## src/rtl/tmds_pkg.sv

```systemverilog
// Shared TMDS definitions: DVI control tokens, receiver FSM states and the
// 10b->8b data decode, so encoder and decoder benches agree on one source.
package tmds_pkg;

    localparam logic [9:0] TOK_CD00 = 10'h354;
    localparam logic [9:0] TOK_CD01 = 10'h0AB;
    localparam logic [9:0] TOK_CD10 = 10'h154;
    localparam logic [9:0] TOK_CD11 = 10'h2AB;

    localparam logic [3:0] OFFSET_MAX = 4'd9;

    typedef enum logic {
        ST_SEARCH = 1'b0,
        ST_LOCKED = 1'b1
    } dec_state_e;

    typedef struct packed {
        logic       is_tok;
        logic [1:0] cd;
    } tok_info_t;

    function automatic tok_info_t tmds_token(input logic [9:0] w);
        tok_info_t t;
        t.is_tok = 1'b1;
        t.cd     = 2'b00;
        case (w)
            TOK_CD00: t.cd = 2'b00;
            TOK_CD01: t.cd = 2'b01;
            TOK_CD10: t.cd = 2'b10;
            TOK_CD11: t.cd = 2'b11;
            default:  t.is_tok = 1'b0;
        endcase
        return t;
    endfunction

    // Undo the optional inversion (bit 9), then the XOR/XNOR chain (bit 8).
    function automatic logic [7:0] tmds_decode(input logic [9:0] w);
        logic [7:0] q;
        logic [7:0] v;
        q    = w[9] ? ~w[7:0] : w[7:0];
        v[0] = q[0];
        for (int i = 1; i < 8; i++) begin
            v[i] = w[8] ? (q[i] ^ q[i-1]) : ~(q[i] ^ q[i-1]);
        end
        return v;
    endfunction

    function automatic logic [3:0] next_offset(input logic [3:0] o);
        return (o >= OFFSET_MAX) ? 4'd0 : o + 4'd1;
    endfunction

endpackage

```

## src/rtl/tmds_channel_decoder_if.sv

```systemverilog
// One TMDS channel between deserializer (master) and decoder (slave).
interface tmds_channel_decoder_if;

    logic [9:0] tmds_in;
    logic [7:0] vd;
    logic [1:0] cd;
    logic       vde;
    logic       locked;
    logic [3:0] offset;

    modport master (
        output tmds_in,
        input  vd,
        input  cd,
        input  vde,
        input  locked,
        input  offset
    );

    modport slave (
        input  tmds_in,
        output vd,
        output cd,
        output vde,
        output locked,
        output offset
    );

endinterface

```

## src/rtl/tmds_word_aligner.sv

```systemverilog
// Barrel-selects a 10-bit word out of the current and previous raw words at
// the requested bit offset and registers it.
module tmds_word_aligner (
    input  logic       clk,
    input  logic       rst,
    input  logic [9:0] tmds_i,
    input  logic [3:0] offset_i,
    output logic [9:0] word_o
);

    logic [9:0]  prev_q;
    logic [9:0]  word_q;
    logic [9:0]  word_d;
    logic [18:0] window;
    logic [9:0]  cand [10];

    // The top bit of the new word is never needed: offset 9 reaches bit 18.
    assign window = {tmds_i[8:0], prev_q};

    for (genvar gi = 0; gi < 10; gi++) begin : g_cand
        assign cand[gi] = window[gi+9:gi];
    end

    always_comb begin
        word_d = cand[0];
        for (int i = 1; i < 10; i++) begin
            if (offset_i == 4'(i)) begin
                word_d = cand[i];
            end
        end
    end

    always_ff @(posedge clk) begin
        if (rst) begin
            prev_q <= '0;
            word_q <= '0;
        end else begin
            prev_q <= tmds_i;
            word_q <= word_d;
        end
    end

    assign word_o = word_q;

endmodule

```

## src/rtl/tmds_channel_decoder.sv

```systemverilog
// Per-channel TMDS receiver: hunts for word alignment on DVI control tokens,
// holds lock while tokens keep arriving, and decodes video/control words.
module tmds_channel_decoder
    import tmds_pkg::*;
#(
    parameter int TOKEN_RUN      = 8,
    parameter int SEARCH_TIMEOUT = 1024,
    parameter int LOSS_TIMEOUT   = 65536
) (
    input  logic                   clk,
    input  logic                   rst,
    tmds_channel_decoder_if.slave  bus
);

    localparam int TOK_W  = $clog2(TOKEN_RUN) + 1;
    localparam int SRCH_W = $clog2(SEARCH_TIMEOUT) + 1;
    localparam int LOSS_W = $clog2(LOSS_TIMEOUT) + 1;

    localparam logic [TOK_W-1:0]  TOK_LAST  = TOK_W'(TOKEN_RUN - 1);
    localparam logic [SRCH_W-1:0] SRCH_LAST = SRCH_W'(SEARCH_TIMEOUT - 1);
    localparam logic [LOSS_W-1:0] LOSS_LAST = LOSS_W'(LOSS_TIMEOUT - 1);

    dec_state_e        state_q, state_d;
    logic [3:0]        offset_q, offset_d;
    logic [TOK_W-1:0]  tok_cnt_q, tok_cnt_d;
    logic [SRCH_W-1:0] srch_cnt_q, srch_cnt_d;
    logic [LOSS_W-1:0] loss_cnt_q, loss_cnt_d;
    logic [7:0]        vd_q, vd_d;
    logic [1:0]        cd_q, cd_d;
    logic              vde_q, vde_d;

    logic [9:0]        word;
    tok_info_t         tok;

    tmds_word_aligner u_aligner (
        .clk      (clk),
        .rst      (rst),
        .tmds_i   (bus.tmds_in),
        .offset_i (offset_q),
        .word_o   (word)
    );

    assign tok = tmds_token(word);

    // Counters compare against threshold-1 so each event fires on the edge
    // where the count would reach the threshold, keeping them saturated.
    always_comb begin
        state_d    = state_q;
        offset_d   = offset_q;
        tok_cnt_d  = tok_cnt_q;
        srch_cnt_d = srch_cnt_q;
        loss_cnt_d = loss_cnt_q;

        case (state_q)
            ST_SEARCH: begin
                if (tok.is_tok) begin
                    srch_cnt_d = '0;
                    if (tok_cnt_q == TOK_LAST) begin
                        state_d   = ST_LOCKED;
                        tok_cnt_d = '0;
                    end else begin
                        tok_cnt_d = tok_cnt_q + 1'b1;
                    end
                end else begin
                    tok_cnt_d = '0;
                    if (srch_cnt_q == SRCH_LAST) begin
                        offset_d   = next_offset(offset_q);
                        srch_cnt_d = '0;
                    end else begin
                        srch_cnt_d = srch_cnt_q + 1'b1;
                    end
                end
            end
            ST_LOCKED: begin
                if (tok.is_tok) begin
                    loss_cnt_d = '0;
                end else if (loss_cnt_q == LOSS_LAST) begin
                    state_d    = ST_SEARCH;
                    offset_d   = next_offset(offset_q);
                    tok_cnt_d  = '0;
                    srch_cnt_d = '0;
                    loss_cnt_d = '0;
                end else begin
                    loss_cnt_d = loss_cnt_q + 1'b1;
                end
            end
            default: begin
                state_d = ST_SEARCH;
            end
        endcase
    end

    // Outputs follow the state being entered, so they agree with locked on
    // the very edge lock is gained or lost.
    always_comb begin
        vd_d  = '0;
        cd_d  = cd_q;
        vde_d = 1'b0;
        if (state_d == ST_LOCKED) begin
            if (tok.is_tok) begin
                cd_d = tok.cd;
            end else begin
                vde_d = 1'b1;
                vd_d  = tmds_decode(word);
            end
        end else begin
            cd_d = 2'b00;
        end
    end

    always_ff @(posedge clk) begin
        if (rst) begin
            state_q    <= ST_SEARCH;
            offset_q   <= '0;
            tok_cnt_q  <= '0;
            srch_cnt_q <= '0;
            loss_cnt_q <= '0;
            vd_q       <= '0;
            cd_q       <= '0;
            vde_q      <= 1'b0;
        end else begin
            state_q    <= state_d;
            offset_q   <= offset_d;
            tok_cnt_q  <= tok_cnt_d;
            srch_cnt_q <= srch_cnt_d;
            loss_cnt_q <= loss_cnt_d;
            vd_q       <= vd_d;
            cd_q       <= cd_d;
            vde_q      <= vde_d;
        end
    end

    assign bus.vd     = vd_q;
    assign bus.cd     = cd_q;
    assign bus.vde    = vde_q;
    assign bus.locked = (state_q == ST_LOCKED);
    assign bus.offset = offset_q;

endmodule

```

## src/flat_wrapper.sv

```systemverilog
// flat-port wrapper written by rule: the top's interface ports become plain ports
module tmds_channel_decoder_flat import tmds_pkg::*;
#(
    parameter int TOKEN_RUN      = 8,
    parameter int SEARCH_TIMEOUT = 1024,
    parameter int LOSS_TIMEOUT   = 65536
)
  (clk, rst, bus_tmds_in, bus_vd, bus_cd, bus_vde, bus_locked, bus_offset);
  tmds_channel_decoder_if bus_i ();
  input  logic clk;
  input  logic rst;
  input wire logic [$bits(bus_i.tmds_in)-1:0] bus_tmds_in;
  output wire logic [$bits(bus_i.vd)-1:0] bus_vd;
  output wire logic [$bits(bus_i.cd)-1:0] bus_cd;
  output wire logic [$bits(bus_i.vde)-1:0] bus_vde;
  output wire logic [$bits(bus_i.locked)-1:0] bus_locked;
  output wire logic [$bits(bus_i.offset)-1:0] bus_offset;
  assign bus_i.tmds_in = bus_tmds_in;
  assign bus_vd = bus_i.vd;
  assign bus_cd = bus_i.cd;
  assign bus_vde = bus_i.vde;
  assign bus_locked = bus_i.locked;
  assign bus_offset = bus_i.offset;
  tmds_channel_decoder #(.TOKEN_RUN(TOKEN_RUN), .SEARCH_TIMEOUT(SEARCH_TIMEOUT), .LOSS_TIMEOUT(LOSS_TIMEOUT)) u_core (.clk(clk), .rst(rst), .bus(bus_i));
endmodule
```

## config.mk

```make
export PLATFORM = sky130hd
export DESIGN_NAME = tmds_channel_decoder_flat
export DESIGN_NICKNAME = d
export VERILOG_FILES = /design/src/rtl/tmds_pkg.sv /design/src/rtl/tmds_channel_decoder_if.sv /design/src/rtl/tmds_word_aligner.sv /design/src/rtl/tmds_channel_decoder.sv /design/src/flat_wrapper.sv
export SDC_FILE = /design/constraint.sdc
export NUM_CORES = 1
export LEC_CHECK = 0
export ABC_AREA = 0
export CAP_MARGIN = 20
export CORE_MARGIN = 2
export CORE_UTILIZATION = 58
export CTS_BUF_LIST = sky130_fd_sc_hd__clkbuf_16
export DETAILED_ROUTE_END_ITERATION = 10
export DONT_BUFFER_PORTS = 1
export PLACE_DENSITY = 0.81
export SKIP_CTS_REPAIR_TIMING = 1
export SLEW_MARGIN = 20
export SYNTH_ARGS = -nofsm -noshare
export SYNTH_HDL_FRONTEND = slang
export SYNTH_SLANG_ARGS = --single-unit
```

## constraint.sdc

```tcl
create_clock -name clk -period 2 [get_ports clk]
set_clock_uncertainty 0.1 [all_clocks]
set_input_delay 0.1 -clock clk [delete_from_list [all_inputs] [get_ports clk]]
set_output_delay 0.1 -clock clk [all_outputs]
set_load 0.01 [all_outputs]
```

==> metrics.md <==
| Metric | Value |
|---|---|
| Status | `finished, violations left` |
| Failing checks | `negative hold slack` |
| Sw frac | `20.4%` |
| Peak supply drop | `between 0.6 and 0.7 mV` |
| CTS tree | `done` |
| Yosys warning total | `0` |
| Avg Vias per Cell | `6.42` |
| Clock latency on the worst-skew pair | `between 300 and 400 ps` |
| Final Cycle Share | `99.5%` |
| Max-Cap Viols | `0` |
| Leakage | `~0.002 uW` |
| Worst hold margin | `-41.6 ps` |
| Slowest-stage cell, CP | `a221o_1` |
| Ports | `28` |
| Design area | `4880 um^2` |
| Number of routed nets with antenna violations | `0` |
| Final worst setup slack | `approximately 10 ps` |
| Synth unique cells | `67` |
| Crit. End Element | `flip-flop` |
| Max clock buf depth | `2` |
| Core Rows | `29` |
| Core area | `6420 um^2` |
| DR iter-0 viols | `around 360` |
| Setup crit start kind | `flip-flop` |
| Total track usage | `a little over a quarter` |
| Sequential share of power | `40.1%` |
| Share of cells above drive strength 1 | `between 20% and 30%` |
| Syn_nets | `492` |
| GRT Residual Overflow | `0` |
| Area after DPL | `around 4200 um^2` |
| Synth area leader | `dfxtp_1` |
| CP Cell Sequence | `buf_4 -> ha_1 -> buf_4 -> and2_2 -> a221o_1 -> a21oi_2 -> a21oi_1` |
| Final Net Count | `approximately 530` |
| Critical Path RT | `between 2000 and 2500 ps` |
| Die area | `roughly 7400 um^2` |
| Cell area after synthesis | `3900 um^2` |
| Top post-synthesis cells by area | `dfxtp_1 (35%), nor2_1 (5.8%), a221o_1 (4.6%)` |
| Crit-path most repeated cell | `buf_4` |
| Slew @ Worst Pin | `473 ps` |
| Slew headroom | `68.1%` |
| Vias | `between 3000 and 4000` |
| Number of flops mapped to enable cells by yosys | `0` |
| Height of the die | `86.0 um` |
| Root Driver | `clkbuf_16` |
| Buf+Inv Stages, Crit Path | `2` |
| Crit path DAT | `2090 ps` |
| Pins over their slew limit | `0` |
| Starting Density | `between 60% and 70%` |
| Hpwl dp | `6570 um` |
| Final min period | `1990 ps` |
| Crit path largest cell delay | `390 ps` |
| Pwr Density | `721 nW/um^2` |
| PortBufs | `0` |
| Pin count of the biggest net entering global routing | `30` |
| Most common cell in the netlist | `dfxtp_1` |
| Routability cong. | `0.873` |
| CP top delay family | `compound AO/OA/AOI/OAI gates` |
| RSZ-0062 raised after global routing | `yes` |
| Crit Path Max Fanout | `9` |
| Pre-CTS WS | `-35.2 ps` |
| Comb pwr share | `under 10%` |
| Drt wl/cell | `17.9 um` |
| Share of flip-flops with an asynchronous set or reset | `0%` |
| Fin. Hold Viols | `5` |
| FILL cells | `411` |
| Prevailing post-synth register cell | `dfxtp_1` |
| Peak Freq | `0.503 GHz` |
| # setup viols final | `0` |
| Synth top cells by count | `dfxtp_1 (68), nor2_1 (60), a21oi_1 (29)` |
| Power share of the clock group | `55.0%` |
| Die extent in x | `around 86 um` |
| Synthesized instance count | `473` |
| Register area share after synthesis | `about a third` |
| Final core occ | `76.0%` |
| Critical path type | `reg -> reg` |
| First-pass GRT wire length | `~16000 um` |
| # H-tree levels | `3` |
| Vias in the first global route | `3252` |
| Number of buffers created by CTS | `9` |
| DR pass1 iterations | `6` |
| Worst min-delay path class | `in -> reg` |
| Syn Area/Cell | `8.24 um^2` |
| Ant diodes | `0` |
| DR DRC count | `0` |
| Post-Route WL | `10600 um` |
| Layout area overhead | `25.3%` |
| Synthesized flop and latch total | `68` |
| Clock sink count | `slightly below 70` |
| Pint | `~2800 uW` |
| Sw power | `718 uW` |
| Initial antenna violation count | `0` |
| Clk slew on worst S/H paths | `approximately 60 ps` |
| Yosys top cell area share | `34.9%` |
-- flip-flops by register name, indices dropped and copies added (netlist names) --
name	cells
u_core.bus.cd	2
u_core.bus.locked	1
u_core.bus.offset	4
u_core.bus.vd	8
u_core.bus.vde	1
u_core.loss_cnt_q	17
u_core.srch_cnt_q	11
u_core.tok_cnt_q	4
u_core.u_aligner.prev_q	10
u_core.u_aligner.word_o	10
-- power groups by stage --
stage | registers [uW] | logic (uW) | clock network [uW]
3_3_place_gp | 1440 | 117 | 0
5_1_grt | 1410 | 183 | 2010
3_5_place_dp | 1440 | 121 | 0
4_1_cts | 1410 | 122 | 1940
6_report | 1410 | 170 | 1940
2_1_floorplan | 1430 | 110 | 0
-- path summary, 6_finish.rpt --
check	from	end	slack, ps	cells after the start
max	u_core.bus.offset[0]	u_core.u_aligner.word_o[9]	10	7
min	bus_tmds_in[3]	u_core.u_aligner.word_o[5]	-40	3
max reg2reg	u_core.bus.offset[0]	u_core.u_aligner.word_o[9]	10	7
min reg2reg	u_core.srch_cnt_q[10]	u_core.srch_cnt_q[10]	350	1
-- tightest hold or removal path, stage by stage --
cell	delay, ps
a221o_1	110
a21oi_1	40
a21oi_1	100
-- kinds of logic after synthesis --
logic type      after synthesis  share of synthesized area [%]
mux                           3                          0.835
compound gates              114                           21.1
xor+xnor                     29                           6.52
fa+ha+maj                     7                           2.25
flops                        68                           34.9
simple gates                209                           29.8
buf+inv                      43                           4.53
-- layout by cell type (no fill, tap or decap), types with 3 or more instances in the layout --
| cell type | count |
|---|---|
| ha_1 | 4 |
| and3b_1 | 5 |
| and3_1 | 6 |
| nand2b_1 | 3 |
| inv_2 | 3 |
| nor2b_1 | 19 |
| nor3b_1 | 4 |
| nand4b_1 | 3 |
| nor3_1 | 20 |
| nor2_1 | 58 |
| a221o_1 | 18 |
| dfxtp_4 | 3 |
| nand3_1 | 16 |
| inv_1 | 5 |
| a211o_1 | 5 |
| clkbuf_16 | 9 |
| a21o_1 | 4 |
| dlygate4sd3_1 | 11 |
| o21ai_1 | 10 |
| a22o_1 | 4 |
| nand3b_1 | 5 |
| dfxtp_1 | 62 |
| o21ai_0 | 15 |
| or3_1 | 5 |
| xor2_1 | 9 |
| a311oi_1 | 9 |
| nand2_1 | 26 |
| bufinv_16 | 4 |
| xnor2_1 | 20 |
| nand4_1 | 8 |
| buf_4 | 46 |
| a21oi_1 | 28 |
| dfxtp_2 | 3 |
-- metrics by stage --
stage / TNS [ps] / std cells / hold slack [ps] / power (uW)
6_report: 0 / 591 / -41.6 / 3520
5_1_grt: -583 / 591 / 4.95 / 3610
4_1_cts: -193 / 573 / -276 / 3480
3_5_place_dp: -53.2 / 558 / 73.0 / 1560
3_3_place_gp: 0 / 558 / 70.9 / 1560
2_1_floorplan: -33.8 / 473 / 128 / 1540
-- metal layers --
metal / up-vias / routed length, um / global-route usage (%)
li1: 1798 / - / -
met1: 1801 / 4400 / 34.5
met2: 169 / 5020 / 42.7
met3: 26 / 930 / 8.37
met4: 0 / 223 / 7.36
met5: - / 0 / 0
-- area by class of cell --
type / count / area, um^2 / share of cell area (%)
clock buffer: 9 / 225 / 4.61
multi-input combinational: 363 / 2510 / 51.4
timing repair buffer: 60 / 507 / 10.4
inverter: 8 / 30.0 / 0.615
clock inverter: 6 / 138 / 2.82
tap: 77 / 96.3 / 1.97
sequential: 68 / 1380 / 28.2
Note: power is estimated with default switching activity, not from simulation.
